File: src/rtl/psr_if.sv
// Bundle of ALU-flag, window/mode request and PSR/WIM observation signals
// exchanged between the datapath and the processor state register unit.
interface psr_if;
    logic        icc_we;
    logic        n_in;
    logic        z_in;
    logic        v_in;
    logic        c_in;
    logic        save;
    logic        restore;
    logic        rett;
    logic        trap_take;
    logic        psr_we;
    logic [31:0] psr_in;
    logic        wim_we;
    logic [31:0] wim_in;
    logic [31:0] psr_out;
    logic [31:0] wim_out;
    logic [3:0]  icc;
    logic [4:0]  cwp;
    logic        cout;
    logic        win_overflow;
    logic        win_underflow;
    logic        illegal_cwp;
    logic        error_mode;

    // Datapath side: issues requests, observes state.
    modport master (
        output icc_we, n_in, z_in, v_in, c_in, save, restore, rett, trap_take,
               psr_we, psr_in, wim_we, wim_in,
        input  psr_out, wim_out, icc, cwp, cout, win_overflow, win_underflow,
               illegal_cwp, error_mode
    );

    // PSR unit side.
    modport slave (
        input  icc_we, n_in, z_in, v_in, c_in, save, restore, rett, trap_take,
               psr_we, psr_in, wim_we, wim_in,
        output psr_out, wim_out, icc, cwp, cout, win_overflow, win_underflow,
               illegal_cwp, error_mode
    );
endinterface

File: src/rtl/psr_unit.sv
// Processor State Register and Window Invalid Mask unit. Captures ALU
// condition codes, arbitrates trap/WRPSR/RETT/SAVE/RESTORE updates of the
// window pointer and mode bits, and flags window overflow/underflow.
module psr_unit #(
    parameter int NWINDOWS = 8
) (
    input  logic i_clk,
    input  logic i_rst,
    psr_if.slave bus
);
    localparam logic [4:0]  LAST_CWP = 5'(NWINDOWS - 1);
    localparam logic [5:0]  CWP_LIMIT = 6'(NWINDOWS);
    localparam logic [31:0] WIM_MASK = (NWINDOWS >= 32) ? 32'hFFFF_FFFF
                                     : ((32'd1 << NWINDOWS) - 32'd1);

    logic [3:0]  r_icc;
    logic [3:0]  r_pil;
    logic        r_s;
    logic        r_ps;
    logic        r_et;
    logic [4:0]  r_cwp;
    logic [31:0] r_wim;
    logic        r_err;
    logic        r_ovf;
    logic        r_unf;
    logic        r_ill;

    logic [4:0]  w_dec;
    logic [4:0]  w_inc;
    logic [3:0]  w_icc_arb;
    logic [3:0]  w_icc_nxt;
    logic [3:0]  w_pil_nxt;
    logic        w_s_nxt;
    logic        w_ps_nxt;
    logic        w_et_nxt;
    logic [4:0]  w_cwp_nxt;
    logic [31:0] w_wim_nxt;
    logic        w_err_nxt;
    logic        w_ovf_nxt;
    logic        w_unf_nxt;
    logic        w_ill_nxt;

    // Window neighbours of the current pointer, wrapping modulo NWINDOWS.
    assign w_dec = (r_cwp == 5'd0)     ? LAST_CWP : (r_cwp - 5'd1);
    assign w_inc = (r_cwp == LAST_CWP) ? 5'd0     : (r_cwp + 5'd1);

    // Next-state arbitration: trap > WRPSR > RETT > SAVE/RESTORE; icc and WIM writes ride alongside.
    always_comb begin
        w_icc_arb = r_icc;
        w_icc_nxt = r_icc;
        w_pil_nxt = r_pil;
        w_s_nxt   = r_s;
        w_ps_nxt  = r_ps;
        w_et_nxt  = r_et;
        w_cwp_nxt = r_cwp;
        w_wim_nxt = r_wim;
        w_err_nxt = r_err;
        w_ovf_nxt = 1'b0;
        w_unf_nxt = 1'b0;
        w_ill_nxt = 1'b0;
        if (r_err) begin
            // Error mode freezes everything until reset.
            w_err_nxt = 1'b1;
        end else begin
            if (bus.trap_take) begin
                if (r_et) begin
                    // Trap handler owns window spill, so no WIM check here.
                    w_ps_nxt  = r_s;
                    w_s_nxt   = 1'b1;
                    w_et_nxt  = 1'b0;
                    w_cwp_nxt = w_dec;
                end else begin
                    w_err_nxt = 1'b1;
                end
            end else if (bus.psr_we) begin
                w_icc_arb = bus.psr_in[23:20];
                w_pil_nxt = bus.psr_in[11:8];
                w_s_nxt   = bus.psr_in[7];
                w_ps_nxt  = bus.psr_in[6];
                w_et_nxt  = bus.psr_in[5];
                if ({1'b0, bus.psr_in[4:0]} < CWP_LIMIT) begin
                    w_cwp_nxt = bus.psr_in[4:0];
                end else begin
                    w_ill_nxt = 1'b1;
                end
            end else if (bus.rett) begin
                if (r_wim[w_inc]) begin
                    w_unf_nxt = 1'b1;
                end else if (!r_et) begin
                    w_cwp_nxt = w_inc;
                    w_s_nxt   = r_ps;
                    w_et_nxt  = 1'b1;
                end else begin
                    // RETT with traps already enabled is a no-op.
                    w_cwp_nxt = r_cwp;
                end
            end else if (bus.save && !bus.restore) begin
                if (r_wim[w_dec]) begin
                    w_ovf_nxt = 1'b1;
                end else begin
                    w_cwp_nxt = w_dec;
                end
            end else if (bus.restore && !bus.save) begin
                if (r_wim[w_inc]) begin
                    w_unf_nxt = 1'b1;
                end else begin
                    w_cwp_nxt = w_inc;
                end
            end else begin
                // No request, or conflicting SAVE+RESTORE: hold.
                w_cwp_nxt = r_cwp;
            end

            // ALU flag capture wins over the icc field of a same-cycle WRPSR.
            if (bus.icc_we) begin
                w_icc_nxt = {bus.n_in, bus.z_in, bus.v_in, bus.c_in};
            end else begin
                w_icc_nxt = w_icc_arb;
            end

            // WIM write lands after the edge; checks above used the old mask.
            if (bus.wim_we) begin
                w_wim_nxt = bus.wim_in & WIM_MASK;
            end else begin
                w_wim_nxt = r_wim;
            end
        end
    end

    // State register with synchronous reset.
    always_ff @(posedge i_clk) begin
        if (i_rst) begin
            r_icc <= 4'd0;
            r_pil <= 4'd0;
            r_s   <= 1'b1;
            r_ps  <= 1'b0;
            r_et  <= 1'b0;
            r_cwp <= 5'd0;
            r_wim <= 32'd0;
            r_err <= 1'b0;
            r_ovf <= 1'b0;
            r_unf <= 1'b0;
            r_ill <= 1'b0;
        end else begin
            r_icc <= w_icc_nxt;
            r_pil <= w_pil_nxt;
            r_s   <= w_s_nxt;
            r_ps  <= w_ps_nxt;
            r_et  <= w_et_nxt;
            r_cwp <= w_cwp_nxt;
            r_wim <= w_wim_nxt;
            r_err <= w_err_nxt;
            r_ovf <= w_ovf_nxt;
            r_unf <= w_unf_nxt;
            r_ill <= w_ill_nxt;
        end
    end

    assign bus.psr_out       = {4'h0, 4'h0, r_icc, 6'b00_0000, 1'b0, 1'b0,
                                r_pil, r_s, r_ps, r_et, r_cwp};
    assign bus.wim_out       = r_wim;
    assign bus.icc           = r_icc;
    assign bus.cwp           = r_cwp;
    assign bus.cout          = r_icc[0];
    assign bus.win_overflow  = r_ovf;
    assign bus.win_underflow = r_unf;
    assign bus.illegal_cwp   = r_ill;
    assign bus.error_mode    = r_err;
endmodule

File: src/flat_wrapper.sv
// flat-port wrapper written by rule: the top's interface ports become plain ports
module psr_unit_flat 
#(
    parameter int NWINDOWS = 8
)
  (i_clk, i_rst, bus_icc_we, bus_n_in, bus_z_in, bus_v_in, bus_c_in, bus_save, bus_restore, bus_rett, bus_trap_take, bus_psr_we, bus_psr_in, bus_wim_we, bus_wim_in, bus_psr_out, bus_wim_out, bus_icc, bus_cwp, bus_cout, bus_win_overflow, bus_win_underflow, bus_illegal_cwp, bus_error_mode);
  psr_if bus_i ();
  input  logic i_clk;
  input  logic i_rst;
  input wire logic [$bits(bus_i.icc_we)-1:0] bus_icc_we;
  input wire logic [$bits(bus_i.n_in)-1:0] bus_n_in;
  input wire logic [$bits(bus_i.z_in)-1:0] bus_z_in;
  input wire logic [$bits(bus_i.v_in)-1:0] bus_v_in;
  input wire logic [$bits(bus_i.c_in)-1:0] bus_c_in;
  input wire logic [$bits(bus_i.save)-1:0] bus_save;
  input wire logic [$bits(bus_i.restore)-1:0] bus_restore;
  input wire logic [$bits(bus_i.rett)-1:0] bus_rett;
  input wire logic [$bits(bus_i.trap_take)-1:0] bus_trap_take;
  input wire logic [$bits(bus_i.psr_we)-1:0] bus_psr_we;
  input wire logic [$bits(bus_i.psr_in)-1:0] bus_psr_in;
  input wire logic [$bits(bus_i.wim_we)-1:0] bus_wim_we;
  input wire logic [$bits(bus_i.wim_in)-1:0] bus_wim_in;
  output wire logic [$bits(bus_i.psr_out)-1:0] bus_psr_out;
  output wire logic [$bits(bus_i.wim_out)-1:0] bus_wim_out;
  output wire logic [$bits(bus_i.icc)-1:0] bus_icc;
  output wire logic [$bits(bus_i.cwp)-1:0] bus_cwp;
  output wire logic [$bits(bus_i.cout)-1:0] bus_cout;
  output wire logic [$bits(bus_i.win_overflow)-1:0] bus_win_overflow;
  output wire logic [$bits(bus_i.win_underflow)-1:0] bus_win_underflow;
  output wire logic [$bits(bus_i.illegal_cwp)-1:0] bus_illegal_cwp;
  output wire logic [$bits(bus_i.error_mode)-1:0] bus_error_mode;
  assign bus_i.icc_we = bus_icc_we;
  assign bus_i.n_in = bus_n_in;
  assign bus_i.z_in = bus_z_in;
  assign bus_i.v_in = bus_v_in;
  assign bus_i.c_in = bus_c_in;
  assign bus_i.save = bus_save;
  assign bus_i.restore = bus_restore;
  assign bus_i.rett = bus_rett;
  assign bus_i.trap_take = bus_trap_take;
  assign bus_i.psr_we = bus_psr_we;
  assign bus_i.psr_in = bus_psr_in;
  assign bus_i.wim_we = bus_wim_we;
  assign bus_i.wim_in = bus_wim_in;
  assign bus_psr_out = bus_i.psr_out;
  assign bus_wim_out = bus_i.wim_out;
  assign bus_icc = bus_i.icc;
  assign bus_cwp = bus_i.cwp;
  assign bus_cout = bus_i.cout;
  assign bus_win_overflow = bus_i.win_overflow;
  assign bus_win_underflow = bus_i.win_underflow;
  assign bus_illegal_cwp = bus_i.illegal_cwp;
  assign bus_error_mode = bus_i.error_mode;
  psr_unit #(.NWINDOWS(NWINDOWS)) u_core (.i_clk(i_clk), .i_rst(i_rst), .bus(bus_i));
endmodule
File: config.mk
export PLATFORM = sky130hd
export DESIGN_NAME = psr_unit_flat
export DESIGN_NICKNAME = d
export VERILOG_FILES = /design/src/rtl/psr_if.sv /design/src/rtl/psr_unit.sv /design/src/flat_wrapper.sv
export SDC_FILE = /design/constraint.sdc
export NUM_CORES = 1
export LEC_CHECK = 0
export CAP_MARGIN = 20
export CORE_MARGIN = 3
export CORE_UTILIZATION = 36
export DETAILED_ROUTE_END_ITERATION = 10
export PLACE_DENSITY = 0.9
export SYNTH_ARGS = -nofsm -noshare
export SYNTH_HDL_FRONTEND = slang
export SYNTH_SLANG_ARGS = --single-unit
File: constraint.sdc
create_clock -name i_clk -period 3.3 [get_ports i_clk]
set_clock_uncertainty 0.15 [all_clocks]
set_input_delay 0.33 -clock i_clk [delete_from_list [all_inputs] [get_ports i_clk]]
set_output_delay 0.33 -clock i_clk [all_outputs]
set_load 0.01 [all_outputs]
==> qor.txt <==
Die Area: 7190 sq um
Port bufs: 74
Cells after Synth: 276
Final number of setup-violating endpoints: 0
Ys async rst share: 0
Setup WS pre-CTS: 0.450 ns
ANT nets after route: 0
Number of global-route vias before repair: 1871
Worst-Margin Slew: 0.669 ns
Grt total ovfl: 0
Core Util, Final: 0.476
# rows: 28
Reg2reg setup slack: 0.52 ns
CP Capture Type: flip-flop
N_diodes: 0
Synth warn: 0
Die width: 84.8 um
CTS tree: built
Number of max-cap violations: 0
Clk_lat worst skew: 0.28 ns
Clock transition at path regs: 0.10 ns
Crit start category: flip-flop
CTS resizes: 0
Seq pwr share: 0.351
H-tree depth: 1
Setup TNS: 0 ns
Outcome: complete, no violations
Worst Setup Path Type: flip-flop to flip-flop
Initial antenna violation count: 0
Average routed wire per standard cell: 13.6 um
Final #Nets: 409
Placeable Area: 5960 sq um
EDFF count, synth: 0
Worst hold path class: flip-flop to flip-flop
WL final: 5510 um
Internal cell power: 759 uW
Final Max Tran Viols: 0
Residual DRC count: 0
Dpl cell area: 2770 sq um
Global Route Usage Sum: 0.149
Leakage: 1.13 nW
WL met3: 380 um
Main flop type after synthesis: dfxtp_1
Starting Density: 0.375
Register area share after synthesis: 0.251
Min Clock Period, post-route: 2.78 ns
Largest net degree at the start of global routing: 20
DPL Wire Length: 4360 um
Share of layout cells above drive strength 1: 0.0729
Final Hold Fails: 0
First-pass GRT wire length: 8780 um
Drt first-iter violations: 150
Sw Pwr: 402 uW
Clock network fraction of total power: 0.242
Met2 wire len: 2920 um
Die Ht: 84.8 um
CTS Hold Bufs: 0
Combinational share of power: 0.407
Pwr dens: 409 nW/um^2
CTS root buf: clkbuf_8
Wl on met1: 2090 um
GPL Wtd Cong: 0.874
Setup Buffers After CTS: 0
Tcrit/Tclk final: 0.842
Synth unique cells: 50
Max frequency: 360 MHz
CP Max Fanout: 12
Detailed-router iteration count before antenna repair: 5
Num Clock Sinks: 28
Syn_area_per_cell: 8.10 sq um
CP required: 3.33 ns
Arrival time worst endpoint: 2.81 ns
Vias: 2009
Top routing layer in use: met4
Area Overhead vs Synth: 26.9%
Vias per cell: 4.97
Post-route cell area: 2840 sq um
Worst VDD drop: 0.238 mV
Clk buf depth: 2
Mapped cell area: 2240 sq um
Sw frac: 0.346
Io pins: 155
CTS buffer count: 3
Max-Slew Margin vs Limit: 0.553
Unrepaired setup endpoints after global routing: no
Final worst slack: 0.522 ns
Synthesized flop and latch total: 28
through the flow:
stage | hold slack, ns | cells | power, mW
3_5_place_dp | 0.331 | 400 | 0.882
5_1_grt | 0.384 | 404 | 1.22
3_3_place_gp | 0.321 | 400 | 0.872
4_1_cts | 0.349 | 404 | 1.17
2_1_floorplan | 0.312 | 315 | 0.767
6_report | 0.347 | 404 | 1.16
Yosys cell counts, drive strengths merged (2+ instances only):
| master | instances | area (sq um) |
|---|---|---|
| nor2 | 35 | 139 |
| a31oi | 3 | 33.8 |
| buf | 59 | 444 |
| ha | 2 | 25.0 |
| o221ai | 3 | 43.8 |
| a22oi | 5 | 37.5 |
| nor3 | 8 | 50.1 |
| a21oi | 17 | 88.8 |
| a211oi | 8 | 65.1 |
| o21ai | 15 | 75.1 |
| dfxtp | 28 | 561 |
| clkbuf | 8 | 30.0 |
| xor2 | 2 | 17.5 |
| o211ai | 2 | 15.0 |
| nand2 | 15 | 58.8 |
| inv | 7 | 26.3 |
| nand2b | 9 | 56.3 |
| or2 | 2 | 12.5 |
| nand3 | 3 | 20.0 |
| mux2 | 5 | 75.1 |
| nor2b | 5 | 31.3 |
| a2111oi | 3 | 26.3 |
| mux2i | 16 | 160 |
| xnor2 | 3 | 26.3 |
worst max-delay path, stage by stage, from the launching register on:
cell and delay, ns:
dfxtp_1 0.49, ha_1 0.51, xor2_1 0.13, nor2_1 0.11, nand2_1 0.07, a211oi_2 0.38, nand2_2 0.14, o221ai_4 0.36
mux2_4 0.33
sequential cells by signal, summed over array words and instances (netlist names):
signal and flops:
u_core.bus.icc 4, u_core.r_et 1, u_core.bus.illegal_cwp 1, u_core.bus.wim_out 8, u_core.bus.cwp 5, u_core.r_pil 4, u_core.r_s 1, u_core.r_ps 1
u_core.bus.error_mode 1, u_core.bus.win_overflow 1, u_core.bus.win_underflow 1
cell usage in the layout, fill, tap and decap left out, drive strengths merged, types with 8 or more instances in the layout:
cell and instances:
conb 40, a21oi 17, nand2b 9, a211oi 8
nand2 15, nor2 35, mux2i 16, dfxtp 28
clkdlybuf4s50 74, o21ai 15, nor3 8
logic make-up (layout without fill, tap and decap cells):
logic type      Yosys count  in the layout  synth area share
simple gates             80             80             0.173
buf+inv                  74             88             0.224
compound gates           65             65             0.214
flops                    28             28             0.251
mux                      21             21             0.105
xor+xnor                  5              5            0.0196
fa+ha+maj                 2              2            0.0112
other cells               1             40           0.00168
final cells by class:
| type | instances | area, sq um |
|---|---|---|
| flip-flops and latches | 28 | 561 |
| clock buffers | 3 | 41.3 |
| repair buffers | 77 | 763 |
| fillers | 573 | 3120 |
| multi-input cells | 213 | 1320 |
| well taps | 75 | 93.8 |
| clock inverters | 1 | 30.0 |
| inverters | 7 | 26.3 |
power by group through the flow:
stage | clock (mW) | combinational, mW | sequential [mW]
3_5_place_dp | 0 | 0.467 | 0.415
2_1_floorplan | 0 | 0.360 | 0.407
6_report | 0.281 | 0.472 | 0.408
3_3_place_gp | 0 | 0.459 | 0.413
5_1_grt | 0.296 | 0.512 | 0.415
4_1_cts | 0.287 | 0.471 | 0.407
final timing paths:
| check | startpoint | to | cells past startpoint |
|---|---|---|---|
| worst max-delay path | u_core.bus.cwp[1] | u_core.bus.cwp[1] | 8 |
| worst min-delay path | u_core.r_pil[2] | u_core.r_pil[2] | 2 |
| worst max register to register | u_core.bus.cwp[1] | u_core.bus.cwp[1] | 8 |
| worst min register to register | u_core.r_pil[2] | u_core.r_pil[2] | 2 |
metal layers:
layer,global-route usage,vias up
met1,0.175,936
li1,-,967
met3,0.0330,10
met5,0,-
met4,0.0460,0
met2,0.270,96
No activity file was read; power rests on OpenSTA's default activity.
